<file path="src/rtl/fp_issue_ctrl_pkg.sv">
// Shared definitions for the FP issue controller: op-bit positions, rounding
// mode encodings, exception flag positions, FSM encoding and small helpers.
package fp_issue_ctrl_pkg;

  localparam int OP_W = 17;

  // Bit positions inside the 17-bit decoded op vector
  localparam int OP_FMADD    = 16;
  localparam int OP_FMSUB    = 15;
  localparam int OP_FNMADD   = 14;
  localparam int OP_FNMSUB   = 13;
  localparam int OP_FADD     = 12;
  localparam int OP_FSUB     = 11;
  localparam int OP_FMUL     = 10;
  localparam int OP_FSGNJ    = 9;
  localparam int OP_FCMP     = 8;
  localparam int OP_FMAX     = 7;
  localparam int OP_FCLASS   = 6;
  localparam int OP_FMV_I2F  = 5;
  localparam int OP_FMV_F2I  = 4;
  localparam int OP_FCVT_I2F = 3;
  localparam int OP_FCVT_F2I = 2;
  localparam int OP_FCVT_HI  = 1;
  localparam int OP_FCVT_LO  = 0;

  // Rounding mode encodings
  localparam logic [2:0] RM_RNE = 3'd0;
  localparam logic [2:0] RM_RTZ = 3'd1;
  localparam logic [2:0] RM_RDN = 3'd2;
  localparam logic [2:0] RM_RUP = 3'd3;
  localparam logic [2:0] RM_RMM = 3'd4;
  localparam logic [2:0] RM_DYN = 3'd7;

  // Exception flag bit positions
  localparam int FLAG_NV = 4;
  localparam int FLAG_DZ = 3;
  localparam int FLAG_OF = 2;
  localparam int FLAG_UF = 1;
  localparam int FLAG_NX = 0;

  localparam logic [4:0] FLAGS_NV = 5'b10000;

  typedef enum logic [1:0] {
    ST_IDLE  = 2'd0,
    ST_ISSUE = 2'd1,
    ST_WAIT  = 2'd2,
    ST_RESP  = 2'd3
  } state_t;

  // A resolved rounding mode above RMM (5, 6 or a still-dynamic 7) is illegal
  function automatic logic rm_is_illegal(input logic [2:0] rm);
    return (rm > RM_RMM);
  endfunction

  // Operations whose result is written to the integer register file
  function automatic logic op_int_dest(input logic [OP_W-1:0] op);
    return op[OP_FCMP] | op[OP_FCLASS] | op[OP_FMV_F2I] | op[OP_FCVT_F2I];
  endfunction

endpackage

</file>
<file path="src/rtl/fp_fcsr.sv">
// Floating-point CSR fields: dynamic rounding mode and sticky exception flags.
// A software write and a retiring instruction in the same cycle merge so the
// retiring instruction's flags are never lost.
module fp_fcsr
  import fp_issue_ctrl_pkg::*;
(
  input  logic       clock,
  input  logic       reset,
  input  logic       csr_we,
  input  logic [2:0] csr_wfrm,
  input  logic [4:0] csr_wfflags,
  input  logic       acc_en,
  input  logic [4:0] acc_flags,
  output logic [2:0] frm,
  output logic [4:0] fflags
);

  // frm/fflags registers with write/accumulate merge
  always_ff @(posedge clock or negedge reset) begin
    if (!reset) begin
      frm    <= RM_RNE;
      fflags <= 5'd0;
    end else if (csr_we) begin
      frm    <= csr_wfrm;
      fflags <= csr_wfflags | (acc_en ? acc_flags : 5'd0);
    end else if (acc_en) begin
      frm    <= frm;
      fflags <= fflags | acc_flags;
    end else begin
      frm    <= frm;
      fflags <= fflags;
    end
  end

endmodule

</file>
<file path="src/rtl/fp_issue_ctrl.sv">
// Issue controller in front of fp_unit: accepts one instruction, resolves the
// rounding mode, pulses the unit enable, waits (bounded) for completion and
// hands the captured result to writeback.
module fp_issue_ctrl
  import fp_issue_ctrl_pkg::*;
#(
  parameter int TAG_W   = 5,
  parameter int TIMEOUT = 64
) (
  input  logic             clock,
  input  logic             reset,
  input  logic             in_valid,
  output logic             in_ready,
  input  logic [OP_W-1:0]  in_op,
  input  logic [31:0]      in_data1,
  input  logic [31:0]      in_data2,
  input  logic [31:0]      in_data3,
  input  logic [1:0]       in_fmt,
  input  logic [2:0]       in_rm,
  input  logic [TAG_W-1:0] in_tag,
  output logic [OP_W-1:0]  fpu_o_op,
  output logic [31:0]      fpu_o_data1,
  output logic [31:0]      fpu_o_data2,
  output logic [31:0]      fpu_o_data3,
  output logic [1:0]       fpu_o_fmt,
  output logic [2:0]       fpu_o_rm,
  output logic             fpu_o_enable,
  input  logic [31:0]      fpu_i_result,
  input  logic [4:0]       fpu_i_flags,
  input  logic             fpu_i_ready,
  output logic             out_valid,
  input  logic             out_ready,
  output logic [31:0]      out_result,
  output logic [4:0]       out_flags,
  output logic [TAG_W-1:0] out_tag,
  output logic             out_int_dest,
  output logic             out_err,
  input  logic             csr_we,
  input  logic [2:0]       csr_wfrm,
  input  logic [4:0]       csr_wfflags,
  output logic [2:0]       fcsr_frm,
  output logic [4:0]       fcsr_fflags
);

  localparam int CNT_W = $clog2(TIMEOUT) + 1;
  // The counter holds (cycles spent in WAIT - 1); the wait ends TIMEOUT cycles after enable
  localparam logic [CNT_W-1:0] CNT_LAST = CNT_W'(TIMEOUT - 2);
  localparam logic [CNT_W-1:0] CNT_MAX  = {CNT_W{1'b1}};

  state_t           state_r;
  state_t           state_s;
  logic [CNT_W-1:0] cnt_r;
  logic [2:0]       rm_res_s;
  logic             accept_s;
  logic             fpu_done_s;
  logic             timeout_s;
  logic             out_hs_s;

  assign in_ready = (state_r == ST_IDLE);

  // Rounding-mode resolution and per-cycle event decode
  always_comb begin
    rm_res_s = in_rm;
    if (in_rm == RM_DYN) begin
      rm_res_s = fcsr_frm;
    end else begin
      rm_res_s = in_rm;
    end
    accept_s   = (state_r == ST_IDLE) && in_valid;
    fpu_done_s = ((state_r == ST_ISSUE) || (state_r == ST_WAIT)) && fpu_i_ready;
    timeout_s  = (state_r == ST_WAIT) && !fpu_i_ready && (cnt_r == CNT_LAST);
    out_hs_s   = (state_r == ST_RESP) && out_ready;
  end

  // FSM next-state logic
  always_comb begin
    state_s = state_r;
    case (state_r)
      ST_IDLE: begin
        if (!in_valid) begin
          state_s = ST_IDLE;
        end else if (rm_is_illegal(rm_res_s)) begin
          state_s = ST_RESP;
        end else begin
          state_s = ST_ISSUE;
        end
      end
      ST_ISSUE: begin
        if (fpu_i_ready) begin
          state_s = ST_RESP;
        end else begin
          state_s = ST_WAIT;
        end
      end
      ST_WAIT: begin
        if (fpu_done_s || timeout_s) begin
          state_s = ST_RESP;
        end else begin
          state_s = ST_WAIT;
        end
      end
      ST_RESP: begin
        if (out_ready) begin
          state_s = ST_IDLE;
        end else begin
          state_s = ST_RESP;
        end
      end
      default: state_s = ST_IDLE;
    endcase
  end

  // FSM state register
  always_ff @(posedge clock or negedge reset) begin
    if (!reset) begin
      state_r <= ST_IDLE;
    end else begin
      state_r <= state_s;
    end
  end

  // Wait-cycle counter: cleared in ISSUE, saturating in WAIT
  always_ff @(posedge clock or negedge reset) begin
    if (!reset) begin
      cnt_r <= {CNT_W{1'b0}};
    end else if (state_r == ST_ISSUE) begin
      cnt_r <= {CNT_W{1'b0}};
    end else if ((state_r == ST_WAIT) && (cnt_r != CNT_MAX)) begin
      cnt_r <= cnt_r + CNT_W'(1);
    end else begin
      cnt_r <= cnt_r;
    end
  end

  // fp_unit bundle and writeback result registers
  always_ff @(posedge clock or negedge reset) begin
    if (!reset) begin
      fpu_o_op     <= {OP_W{1'b0}};
      fpu_o_data1  <= 32'd0;
      fpu_o_data2  <= 32'd0;
      fpu_o_data3  <= 32'd0;
      fpu_o_fmt    <= 2'd0;
      fpu_o_rm     <= 3'd0;
      fpu_o_enable <= 1'b0;
      out_valid    <= 1'b0;
      out_result   <= 32'd0;
      out_flags    <= 5'd0;
      out_tag      <= {TAG_W{1'b0}};
      out_int_dest <= 1'b0;
      out_err      <= 1'b0;
    end else begin
      fpu_o_enable <= 1'b0;
      if (accept_s) begin
        out_tag      <= in_tag;
        out_int_dest <= op_int_dest(in_op);
        if (rm_is_illegal(rm_res_s)) begin
          // Unit is bypassed entirely: respond with an invalid-operation error
          out_valid  <= 1'b1;
          out_err    <= 1'b1;
          out_result <= 32'd0;
          out_flags  <= FLAGS_NV;
        end else begin
          fpu_o_op     <= in_op;
          fpu_o_data1  <= in_data1;
          fpu_o_data2  <= in_data2;
          fpu_o_data3  <= in_data3;
          fpu_o_fmt    <= in_fmt;
          fpu_o_rm     <= rm_res_s;
          fpu_o_enable <= 1'b1;
        end
      end else if (fpu_done_s) begin
        out_valid  <= 1'b1;
        out_err    <= 1'b0;
        out_result <= fpu_i_result;
        out_flags  <= fpu_i_flags;
      end else if (timeout_s) begin
        out_valid  <= 1'b1;
        out_err    <= 1'b1;
        out_result <= 32'd0;
        out_flags  <= 5'd0;
      end else if (out_hs_s) begin
        out_valid <= 1'b0;
        fpu_o_op  <= {OP_W{1'b0}};
      end
    end
  end

  fp_fcsr u_fcsr (
    .clock       (clock),
    .reset       (reset),
    .csr_we      (csr_we),
    .csr_wfrm    (csr_wfrm),
    .csr_wfflags (csr_wfflags),
    .acc_en      (out_hs_s),
    .acc_flags   (out_flags),
    .frm         (fcsr_frm),
    .fflags      (fcsr_fflags)
  );

endmodule

</file>
<file path="config.mk">
export PLATFORM = sky130hd
export DESIGN_NAME = fp_issue_ctrl
export DESIGN_NICKNAME = d
export VERILOG_FILES = /design/src/rtl/fp_issue_ctrl_pkg.sv /design/src/rtl/fp_fcsr.sv /design/src/rtl/fp_issue_ctrl.sv
export SDC_FILE = /design/constraint.sdc
export NUM_CORES = 1
export LEC_CHECK = 0
export CAP_MARGIN = 15
export CORE_MARGIN = 1.5
export CORE_UTILIZATION = 41
export DETAILED_ROUTE_END_ITERATION = 8
export PLACE_DENSITY = 0.81
export SLEW_MARGIN = 20
export SYNTH_ARGS = -nofsm -noshare
export SYNTH_HDL_FRONTEND = slang
export SYNTH_SLANG_ARGS = --single-unit
export TNS_END_PERCENT = 5
</file>
<file path="constraint.sdc">
create_clock -name clock -period 2.2 [get_ports clock]
set_input_delay 0.22 -clock clock [delete_from_list [all_inputs] [get_ports clock]]
set_output_delay 0.22 -clock clock [all_outputs]
set_load 0.03 [all_outputs]
</file>
==> impl_metrics.json <==
{
  "finalCritPeriodShare_pct": 94.9,
  "seq_area_frac_synth_pct": 63.0,
  "cp.arrival_ps": 1870,
  "drc": 0,
  "dieArea_um2": 18300,
  "drv_slew": 0,
  "cts.sinks": 181,
  "crit_end": "in_ready",
  "yosys.area_share.adder_pct": 1.22,
  "synth.avg_cell_area_um2": 15.3,
  "ir_drop_v": 0.000920,
  "ctsLongestPathBuffers": 2,
  "synth_compound_area_share_pct": 10.1,
  "clockRootBuffer": "clkbuf_16",
  "num-fill-cells": 1174,
  "synth-simple-area-share_pct": 4.05,
  "cp-startpoint": "state_r[1]",
  "critPathRequiredTime_ps": 1980,
  "grt_max_degree": 62,
  "ant_nets": 0,
  "synthCells": 470,
  "synth_top_family_by_area": "multiplexers",
  "worstSetupPathType": "reg2out",
  "num_vias": 5422,
  "core-area_um2": 17200,
  "place_congestion": 0.844,
  "hold_viol": 0,
  "wirelength_um": 20400,
  "yosys_warnings": 0,
  "synth.largest_area_cell": "dfrtp_1",
  "async_reset_ff_share_pct": 100,
  "hp-class": "in2async",
  "setup_viol": 0,
  "cts-htree-levels": 4,
  "rsz0062_at_grt": "no",
  "skew_ps": 10.3,
  "synth_area_leaders": "dfrtp_1 (63%), mux2_4 (9.4%), mux2_2 (8.9%), a22o_1 (6.6%), buf_6 (1.6%)",
  "clock.fmax_mhz": 479,
  "numCtsBuffers": 17,
  "r2r_cells": 6,
  "io_buffers": 346,
  "placementRows": 48,
  "rrSetupSlack_ps": 150,
  "die_y_um": 135,
  "grt_pass1_wl_um": 30800,
  "ios": 347,
  "synthDistinctLibCells": 42,
  "timing.rr.end": "fpu_o_data1[23]",
  "syn_nets": 651,
  "power_leakage_uw": 0.00500,
  "die_w_um": 135,
  "drv_cap": 0,
  "dp_hpwl_um": 15300,
  "cts_tree": "done",
  "fin_nets": 1005,
  "power_density_nw_per_um2": 1590,
  "worst_setup_path_end_kind": "output pin",
  "synth.most_common_cell": "dfrtp_1",
  "grt_use_total_pct": 22.1,
  "synthMuxAreaShare_pct": 18.3,
  "timing.final.crit_period_ps": 2090,
  "status": "completed",
  "tns_ps": 0,
  "diodes": 0,
  "areaGrowthSynthToFinish_pct": 60.7,
  "synth_edf_count": 0,
  "rr_startpoint": "state_r[1]",
  "path_clk_slew_ps": 70,
  "utilization_pct": 67.1,
  "drive_gt1_share_pct": 18.5,
  "vias_per_cell": 5.11,
  "dr.pass1.iters": 4,
  "antenna_found_initial": 0,
  "synthXorXnorAreaFrac_pct": 0.244,
  "synth_ff_type": "dfrtp_1",
  "grt_pass1_vias": 5697,
  "cp-start-kind": "flip-flop",
  "grt_overflow": 0,
  "synth_top_area_share_pct": 63.0,
  "path_max_fanout": 4,
  "ys_ff_latch": 181,
  "wl_per_cell_um": 19.2,
  "synth_area_um2": 7190,
  "drt_iter0_drc": 334,
  "initial_utilization_pct": 41.7,
  "clock_latency_ps": 420,
  "slew_headroom_pct": 63.8,
  "worst_slew_pin_slew_ps": 537,
  "synth.top_cells.by_count": "dfrtp_1 (181), mux2_2 (57), a22o_1 (54)"
}
## worst min-delay path by stage
stage / start / endpoint / slack (ps) / cells past startpoint
floorplan: reset / cnt_r[0] / -80 / 0
global placement: reset / fpu_o_op[16] / 190 / 1
detailed placement: reset / fpu_o_op[1] / 210 / 1
CTS: reset / out_result[31] / 320 / 2
global route: in_tag[4] / out_tag[4] / 340 / 3
finish: reset / fpu_o_op[1] / 310 / 2
## layer usage
layer | routed length [um] | track usage, % | vias up | share of wire (%)
met5 | 0 | 0 | - | 0
met4 | 502 | 8.66 | 0 | 2.5
met3 | 1600 | 6.62 | 35 | 7.8
met2 | 10500 | 38.4 | 272 | 51
met1 | 7820 | 25.5 | 2697 | 38
li1 | - | - | 2418 | -
## flip-flops by register name, summed over array words and instances (netlist names)
signal         cells
state_r            2
fpu_o_enable       1
fpu_o_rm           3
fpu_o_data3       32
u_fcsr.fflags      5
cnt_r              7
out_flags          5
u_fcsr.frm         3
fpu_o_data2       32
out_tag            5
out_err            1
fpu_o_op          17
out_int_dest       1
out_result        32
fpu_o_data1       32
out_valid          1
fpu_o_fmt          2
## critical path: stages, from the launching register on
cell and delay, ps:
dfrtp_1 410, inv_1 110, ha_1 220, clkdlybuf4s50_1 710
## cell families (layout without fill, tap and decap cells)
logic type	after synthesis	in the layout
AO/OA/AOI/OAI	89	89
flip-flops	181	181
AND/OR/NAND/NOR	55	55
multiplexers	102	102
adder cells (fa/ha/maj)	7	7
buffers and inverters	34	401
XOR/XNOR	2	2
## repair_timing
item                                    in CTS  in global routing
hold buffers                                 1                  0
endpoints found under the setup margin       0                  0
hold endpoints to repair                    47                  0
setup buffers                                0                  0
resized for setup                            0                  0
## power breakdown
part	internal (uW)	switching [uW]	total, uW
clock	1860	1290	3150
combinational	4500	5040	9530
sequential	4810	884	5690
total	11200	7220	18400
## cells in the final DEF, fill, tap and decap left out, types with 2 or more instances in the layout
cell	synthesis	routed
clkdlybuf4s50_1	0	345
dfrtp_1	181	181
mux2_2	57	57
a22o_1	54	53
mux2_4	45	45
nand2_1	24	24
clkbuf_16	0	17
o21ai_0	9	9
buf_4	1	9
inv_1	7	7
ha_1	7	7
nor2b_1	6	6
nor2_1	6	6
a221o_1	6	6
a21oi_1	6	6
buf_12	0	6
a31oi_1	3	3
nand3_1	3	3
and4_1	3	3
bufinv_16	0	3
clkinv_2	0	3
nor3_1	2	2
and2_1	2	2
nand4_1	2	2
a211oi_1	2	2
clkbuf_1	4	2
clkinvlp_4	0	2
clkbuf_8	0	2
## area by class of cell
class | count | area (um^2) | area share (%)
sequential | 181 | 4530 | 39.2
timing repair buffer | 362 | 3660 | 31.7
multi-input combinational | 255 | 2450 | 21.2
clock buffer | 21 | 460 | 3.98
tap | 225 | 282 | 2.44
clock inverter | 11 | 149 | 1.29
inverter | 7 | 26.3 | 0.227
## per-stage QoR
stage | total power (uW) | hold WS (ps) | cells | setup WS, ps | instance area (um^2)
floorplan | 11200 | -75.6 | 470 | 111 | 7190
global placement | 15000 | 193 | 1029 | 135 | 10900
detailed placement | 15300 | 207 | 1029 | 68.6 | 10900
CTS | 18500 | 317 | 1062 | 94.8 | 11600
global route | 19200 | 338 | 1062 | 56.8 | 11600
finish | 18400 | 312 | 1062 | 111 | 11600
No activity file was read; power rests on OpenSTA's default activity.
